File: src/rtl/ifetch_line_responder_pkg.sv
// ifetch_line_responder_pkg
// Shared definitions for the instruction-fetch line responder:
//   LINE_WORDS / IDX_W / WORD_W / LINE_W / CNT_W  - geometry of a fetched line
//   state_e                                       - responder FSM states
//   line_addr()                                   - 19-bit modulo word address
package ifetch_line_responder_pkg;

  localparam int LINE_WORDS = 8;
  localparam int IDX_W      = 19;
  localparam int WORD_W     = 64;
  localparam int LINE_W     = LINE_WORDS * WORD_W;
  localparam int CNT_W      = 4;

  typedef enum logic [1:0] {
    ST_IDLE  = 2'd0,
    ST_ISSUE = 2'd1,
    ST_DRAIN = 2'd2,
    ST_DONE  = 2'd3
  } state_e;

  // Word index of slot k of a line; wraps silently at 2^19.
  function automatic logic [IDX_W-1:0] line_addr(input logic [IDX_W-1:0] base,
                                                 input logic [CNT_W-1:0] k);
    return base + {{(IDX_W-CNT_W){1'b0}}, k};
  endfunction

endpackage

File: src/rtl/ifetch_line_responder.sv
// ifetch_line_responder
// Fetches an aligned 8-word instruction line from a pipelined word memory
// on behalf of the IFU and presents it as a single 512-bit result.
// Ports:
//   clock, reset                  - sole clock (rising), async active-high reset
//   pc_index_valid/_ready, pc_index - fetch request (64-bit word index)
//   pc_operation_done, pc_read_inst - one-cycle done pulse with the line
//   flush                          - abandon the in-flight fetch
//   mem_req_valid/_ready, mem_addr - word read requests to memory
//   mem_rdata_valid, mem_rdata     - in-order read beats from memory
module ifetch_line_responder
  import ifetch_line_responder_pkg::*;
(
  input  logic              clock,
  input  logic              reset,
  input  logic              pc_index_valid,
  input  logic [IDX_W-1:0]  pc_index,
  output logic              pc_index_ready,
  output logic              pc_operation_done,
  output logic [LINE_W-1:0] pc_read_inst,
  input  logic              flush,
  output logic              mem_req_valid,
  input  logic              mem_req_ready,
  output logic [IDX_W-1:0]  mem_addr,
  input  logic              mem_rdata_valid,
  input  logic [WORD_W-1:0] mem_rdata
);

  state_e             state_q, state_d;
  logic [IDX_W-1:0]   base_q, base_d;
  logic [CNT_W-1:0]   issue_cnt_q, issue_cnt_d;
  logic [CNT_W-1:0]   recv_cnt_q, recv_cnt_d;
  logic [CNT_W-1:0]   recv_nxt;
  logic               flush_q, flush_d;
  logic               flush_seen;
  logic               beat_en;
  logic [LINE_W-1:0]  line_q, line_d;
  logic [LINE_W-1:0]  inst_q, inst_d;

  // Next-state, line assembly and handshake outputs.
  always_comb begin
    state_d           = state_q;
    base_d            = base_q;
    issue_cnt_d       = issue_cnt_q;
    recv_cnt_d        = recv_cnt_q;
    flush_d           = flush_q;
    line_d            = line_q;
    inst_d            = inst_q;
    pc_index_ready    = 1'b0;
    pc_operation_done = 1'b0;
    mem_req_valid     = 1'b0;
    mem_addr          = {IDX_W{1'b0}};

    // Beats are only meaningful while a line is being gathered; stray
    // beats in IDLE/DONE (e.g. left over from a reset) are dropped.
    beat_en    = mem_rdata_valid && ((state_q == ST_ISSUE) || (state_q == ST_DRAIN));
    recv_nxt   = recv_cnt_q + {{(CNT_W-1){1'b0}}, beat_en};
    flush_seen = flush_q | flush;

    if (beat_en) begin
      line_d[{recv_cnt_q[2:0], 6'd0} +: WORD_W] = mem_rdata;
      recv_cnt_d = recv_nxt;
    end else begin
      recv_cnt_d = recv_cnt_q;
    end

    case (state_q)
      ST_IDLE: begin
        pc_index_ready = 1'b1;
        if (pc_index_valid) begin
          base_d      = {pc_index[IDX_W-1:3], 3'b000};
          issue_cnt_d = {CNT_W{1'b0}};
          recv_cnt_d  = {CNT_W{1'b0}};
          flush_d     = 1'b0;
          state_d     = ST_ISSUE;
        end else begin
          state_d     = ST_IDLE;
        end
      end

      ST_ISSUE: begin
        // A redirect kills the request in the same cycle it is seen.
        if (flush) begin
          flush_d = 1'b1;
          state_d = ST_DRAIN;
        end else begin
          mem_req_valid = 1'b1;
          mem_addr      = line_addr(base_q, issue_cnt_q);
          if (mem_req_ready) begin
            issue_cnt_d = issue_cnt_q + {{(CNT_W-1){1'b0}}, 1'b1};
            if (issue_cnt_q == CNT_W'(LINE_WORDS - 1)) begin
              state_d = ST_DRAIN;
            end else begin
              state_d = ST_ISSUE;
            end
          end else begin
            state_d = ST_ISSUE;
          end
        end
      end

      ST_DRAIN: begin
        flush_d = flush_seen;
        // A flush arriving with the last beat still wins over done.
        if (flush_seen) begin
          if (recv_nxt == issue_cnt_q) begin
            state_d = ST_IDLE;
          end else begin
            state_d = ST_DRAIN;
          end
        end else if (recv_nxt == CNT_W'(LINE_WORDS)) begin
          inst_d  = line_d;
          state_d = ST_DONE;
        end else begin
          state_d = ST_DRAIN;
        end
      end

      ST_DONE: begin
        pc_operation_done = 1'b1;
        state_d           = ST_IDLE;
      end

      default: begin
        state_d = ST_IDLE;
      end
    endcase
  end

  // State, counters, assembly buffer and published line.
  always_ff @(posedge clock or posedge reset) begin
    if (reset) begin
      state_q     <= ST_IDLE;
      base_q      <= {IDX_W{1'b0}};
      issue_cnt_q <= {CNT_W{1'b0}};
      recv_cnt_q  <= {CNT_W{1'b0}};
      flush_q     <= 1'b0;
      line_q      <= {LINE_W{1'b0}};
      inst_q      <= {LINE_W{1'b0}};
    end else begin
      state_q     <= state_d;
      base_q      <= base_d;
      issue_cnt_q <= issue_cnt_d;
      recv_cnt_q  <= recv_cnt_d;
      flush_q     <= flush_d;
      line_q      <= line_d;
      inst_q      <= inst_d;
    end
  end

  assign pc_read_inst = inst_q;

endmodule
File: config.mk
export PLATFORM = sky130hd
export DESIGN_NAME = ifetch_line_responder
export DESIGN_NICKNAME = d
export VERILOG_FILES = /design/src/rtl/ifetch_line_responder_pkg.sv /design/src/rtl/ifetch_line_responder.sv
export SDC_FILE = /design/constraint.sdc
export NUM_CORES = 2
export LEC_CHECK = 0
export CORE_MARGIN = 2
export CORE_UTILIZATION = 45
export CTS_BUF_LIST = sky130_fd_sc_hd__clkbuf_16
export DETAILED_ROUTE_END_ITERATION = 8
export PLACE_DENSITY_LB_ADDON = 0.15
export SETUP_SLACK_MARGIN = 0.05
export SLEW_MARGIN = 20
export SYNTH_ARGS = -nofsm -noshare
export SYNTH_HDL_FRONTEND = slang
export SYNTH_SLANG_ARGS = --single-unit
export TNS_END_PERCENT = 30
File: constraint.sdc
create_clock -name clock -period 44.4 [get_ports clock]
set_input_delay 6.66 -clock clock [delete_from_list [all_inputs] [get_ports clock]]
set_output_delay 6.66 -clock clock [all_outputs]
set_load 0.01 [all_outputs]
==> metrics.md <==
| Metric | Value |
|---|---|
| Synthesis-to-finish area growth | `27.6%` |
| Minimum clock period | `15320 ps` |
| Setup ws final | `29080 ps` |
| Port buffer count | `619` |
| Top FF cell, synth | `dfrtp_1` |
| GR Util All Layers | `21.4%` |
| Placer congestion estimate | `0.803` |
| Post-route cell area | `50900 µm²` |
| Die height | `302 µm` |
| DR pass1 iterations | `4` |
| Vias in the first global route | `23641` |
| WL final | `97.8 mm` |
| Warnings from Yosys | `0` |
| Mapped Nets | `2462` |
| Critical Path Sink Type | `primary output` |
| Endpoints failing hold | `0` |
| RSZ-0062 raised after global routing | `false` |
| Data arrival, critical path | `8660 ps` |
| CTS tree | `yes` |
| Number of I/O pins | `623` |
| Largest family of logic cells by synthesized area | `multiplexers` |
| Mux contribution to synthesized area | `30.0%` |
| DR DRC count | `0` |
| Post-cts sizing count | `0` |
| Area after DPL | `47200 µm²` |
| Initial Utilization | `45.2%` |
| Die Wd | `302 µm` |
| Setup Fix Bufs, Post-CTS | `0` |
| Slew Limit Fails | `0` |
| Post-CTS Hold Buffers | `0` |
| Max Cap Viol | `0` |
| Clock Path Buffers | `3` |
| Status | `finished clean` |
| Setup WS pre-CTS | `29120 ps` |
| Post-synth ARST share | `100%` |
| Final Hold Slack | `488 ps` |
| VDD IR max | `0.0385 mV` |
| Remaining Overflow, GRT | `0` |
| Syn_area_per_cell | `16.9 µm²` |
| Total negative setup slack | `0 ps` |
| Pwr Density | `48.2 nW/µm²` |
| Clock-pin slew on the worst setup and hold paths | `60 ps` |
| Synth Area in Simple Gates | `1.13%` |
| Clk Latency, worst-skew pair | `650 ps` |
| Synthesized flop and latch total | `1051` |
| Max_slew headroom | `29.7%` |
| Setup CP Type | `input pin to primary output` |
| Worst setup SP type | `input pin` |
| Initial antenna violation count | `1` |
| H-Tree Depth | `3` |
| Skew final | `23.2 ps` |
| Cell Area, Synth | `39900 µm²` |
| Post-Synth XOR/XNOR Area | `0.396%` |
| Drt wl/cell | `22.9 µm` |
| Adder-cell share of the synthesized area | `0.345%` |
| Crit path max fanout | `16` |
| Commonest non-fill, non-tap cell in the layout | `dfrtp_1` |
| Worst Tran Pin Value | `1050 ps` |
| DRT antenna net count | `0` |
| CTS sink count | `1051` |
| First-pass GRT wire length | `148 mm` |
| Number of core rows | `109` |
| Post-synthesis sequential area ratio | `66.0%` |
| Critical Path RT | `37740 ps` |
| HPWL after DPL | `64.7 mm` |
| Mapped Cells | `2362` |
| Hold WC Path Type | `register to register` |
| Layout cells sized above 1 | `40.0%` |
| Compound-Gate Fraction of Synth Area | `0.427%` |
| Clk root buf | `clkbuf_16` |
| Die area | `91000 µm²` |
| Post-synth cell types | `46` |
| Final setup violation count | `0` |
| TritonCTS Buffers | `110` |
| Vias | `21989` |
| Largest net degree at the start of global routing | `181` |
| Vias/cell | `5.15` |
| First DRT Iteration DRCs | `1059` |
| Pleak | `24.6 nW` |
| Most frequent cells in the layout | `dfrtp_1 (1051), mux2_2 (981), clkdlybuf4s50_1 (619)` |
| Post-synth EDFFs | `0` |
| Layout net count | `3111` |
| Final period util | `34.5%` |
| Maximum clock frequency | `65.3 MHz` |
| Core ar. | `88100 µm²` |
power by group:
group / internal, mW / leakage [nW] / switching, mW
clock: 0.527 / 1.82 / 0.375
sequential: 1.13 / 14.3 / 0.0518
combinational: 0.195 / 8.48 / 0.172
sequential cells by signal, indices dropped and copies added (netlist names):
signal        flops
issue_cnt_q       4
line_q          512
state_q           2
base_q           16
pc_read_inst    512
flush_q           1
recv_cnt_q        4
critical path: stages:
cell and delay, ps:
clkdlybuf4s50_1 480, inv_1 170, nand2_1 350, a211oi_1 310, a31o_2 160, clkdlybuf4s50_1 530
per-stage QoR:
stage / total power, mW / cells / utilization, %
6_report: 2.45 / 4271 / 57.7
4_1_cts: 2.48 / 4268 / 57.7
3_5_place_dp: 1.57 / 4062 / 53.6
3_3_place_gp: 1.54 / 4062 / 53.6
2_1_floorplan: 1.47 / 2362 / -
5_1_grt: 2.58 / 4270 / 57.7
cells by family (layout without fill, tap and decap cells):
kind of cell	after synthesis	count (layout)
flip-flops	1051	1051
AO/OA/AOI/OAI	27	27
other	0	1
buffers and inverters	130	873
XOR/XNOR	18	18
adder cells (fa/ha/maj)	11	11
AND/OR/NAND/NOR	83	83
multiplexers	1042	1042
final cells by class:
type | instances | area [µm²]
clock buffer | 112 | 2800
multi-input combinational | 1181 | 12900
sequential | 1051 | 26300
tap | 1165 | 1460
timing repair buffer | 652 | 6510
inverter | 15 | 63.8
clock inverter | 94 | 778
fill | 6892 | 37200
antenna | 1 | 2.50
worst paths after layout:
check	startpoint	endpoint	slack (ps)	cells after the start
min	line_q[389]$_DFF_PP0_	line_q[389]$_DFF_PP0_	490	1
min in group asynchronous	reset	pc_read_inst[209]$_DFFE_PP0P_	6520	2
max in group asynchronous	reset	pc_read_inst[120]$_DFFE_PP0P_	34160	6
min reg2reg	line_q[389]$_DFF_PP0_	line_q[389]$_DFF_PP0_	490	1
max reg2reg	state_q[0]$_DFF_PP0_	pc_read_inst[48]$_DFFE_PP0P_	38590	14
max	flush	mem_addr[17]	29080	6
synth_stat cells, types with 2 or more instances:
master,instances,share of area (%)
and3_1,5,0.078
mux2_4,60,2.3
clkbuf_1,26,0.24
or4_1,2,0.038
o21a_1,2,0.038
nand3b_1,2,0.038
inv_1,15,0.14
nor2b_1,3,0.047
ha_1,11,0.35
nor3_1,4,0.050
dfrtp_1,1051,66
o22ai_1,2,0.031
buf_2,74,0.93
nand4b_1,3,0.066
or3_1,3,0.047
buf_6,13,0.37
xor2_1,6,0.13
o21ai_0,6,0.075
buf_1,2,0.019
nand4_1,4,0.063
nor4_1,3,0.047
nand3_1,9,0.11
nor2_1,21,0.20
a21oi_1,8,0.10
mux2_2,981,28
xnor2_1,12,0.26
nand2_1,15,0.14
per-layer routing:
metal  vias up  wire (µm)  GRT usage (%)  share of wire [%]
li1       9709          -              -                  -
met1     11588      40000           26.8                 41
met2       516      47500           35.3                 49
met3       176       6170           5.71                6.3
met4         0       4190           8.93                4.3
met5         -          0              0                  0
Note: power is estimated with default switching activity, not from simulation.
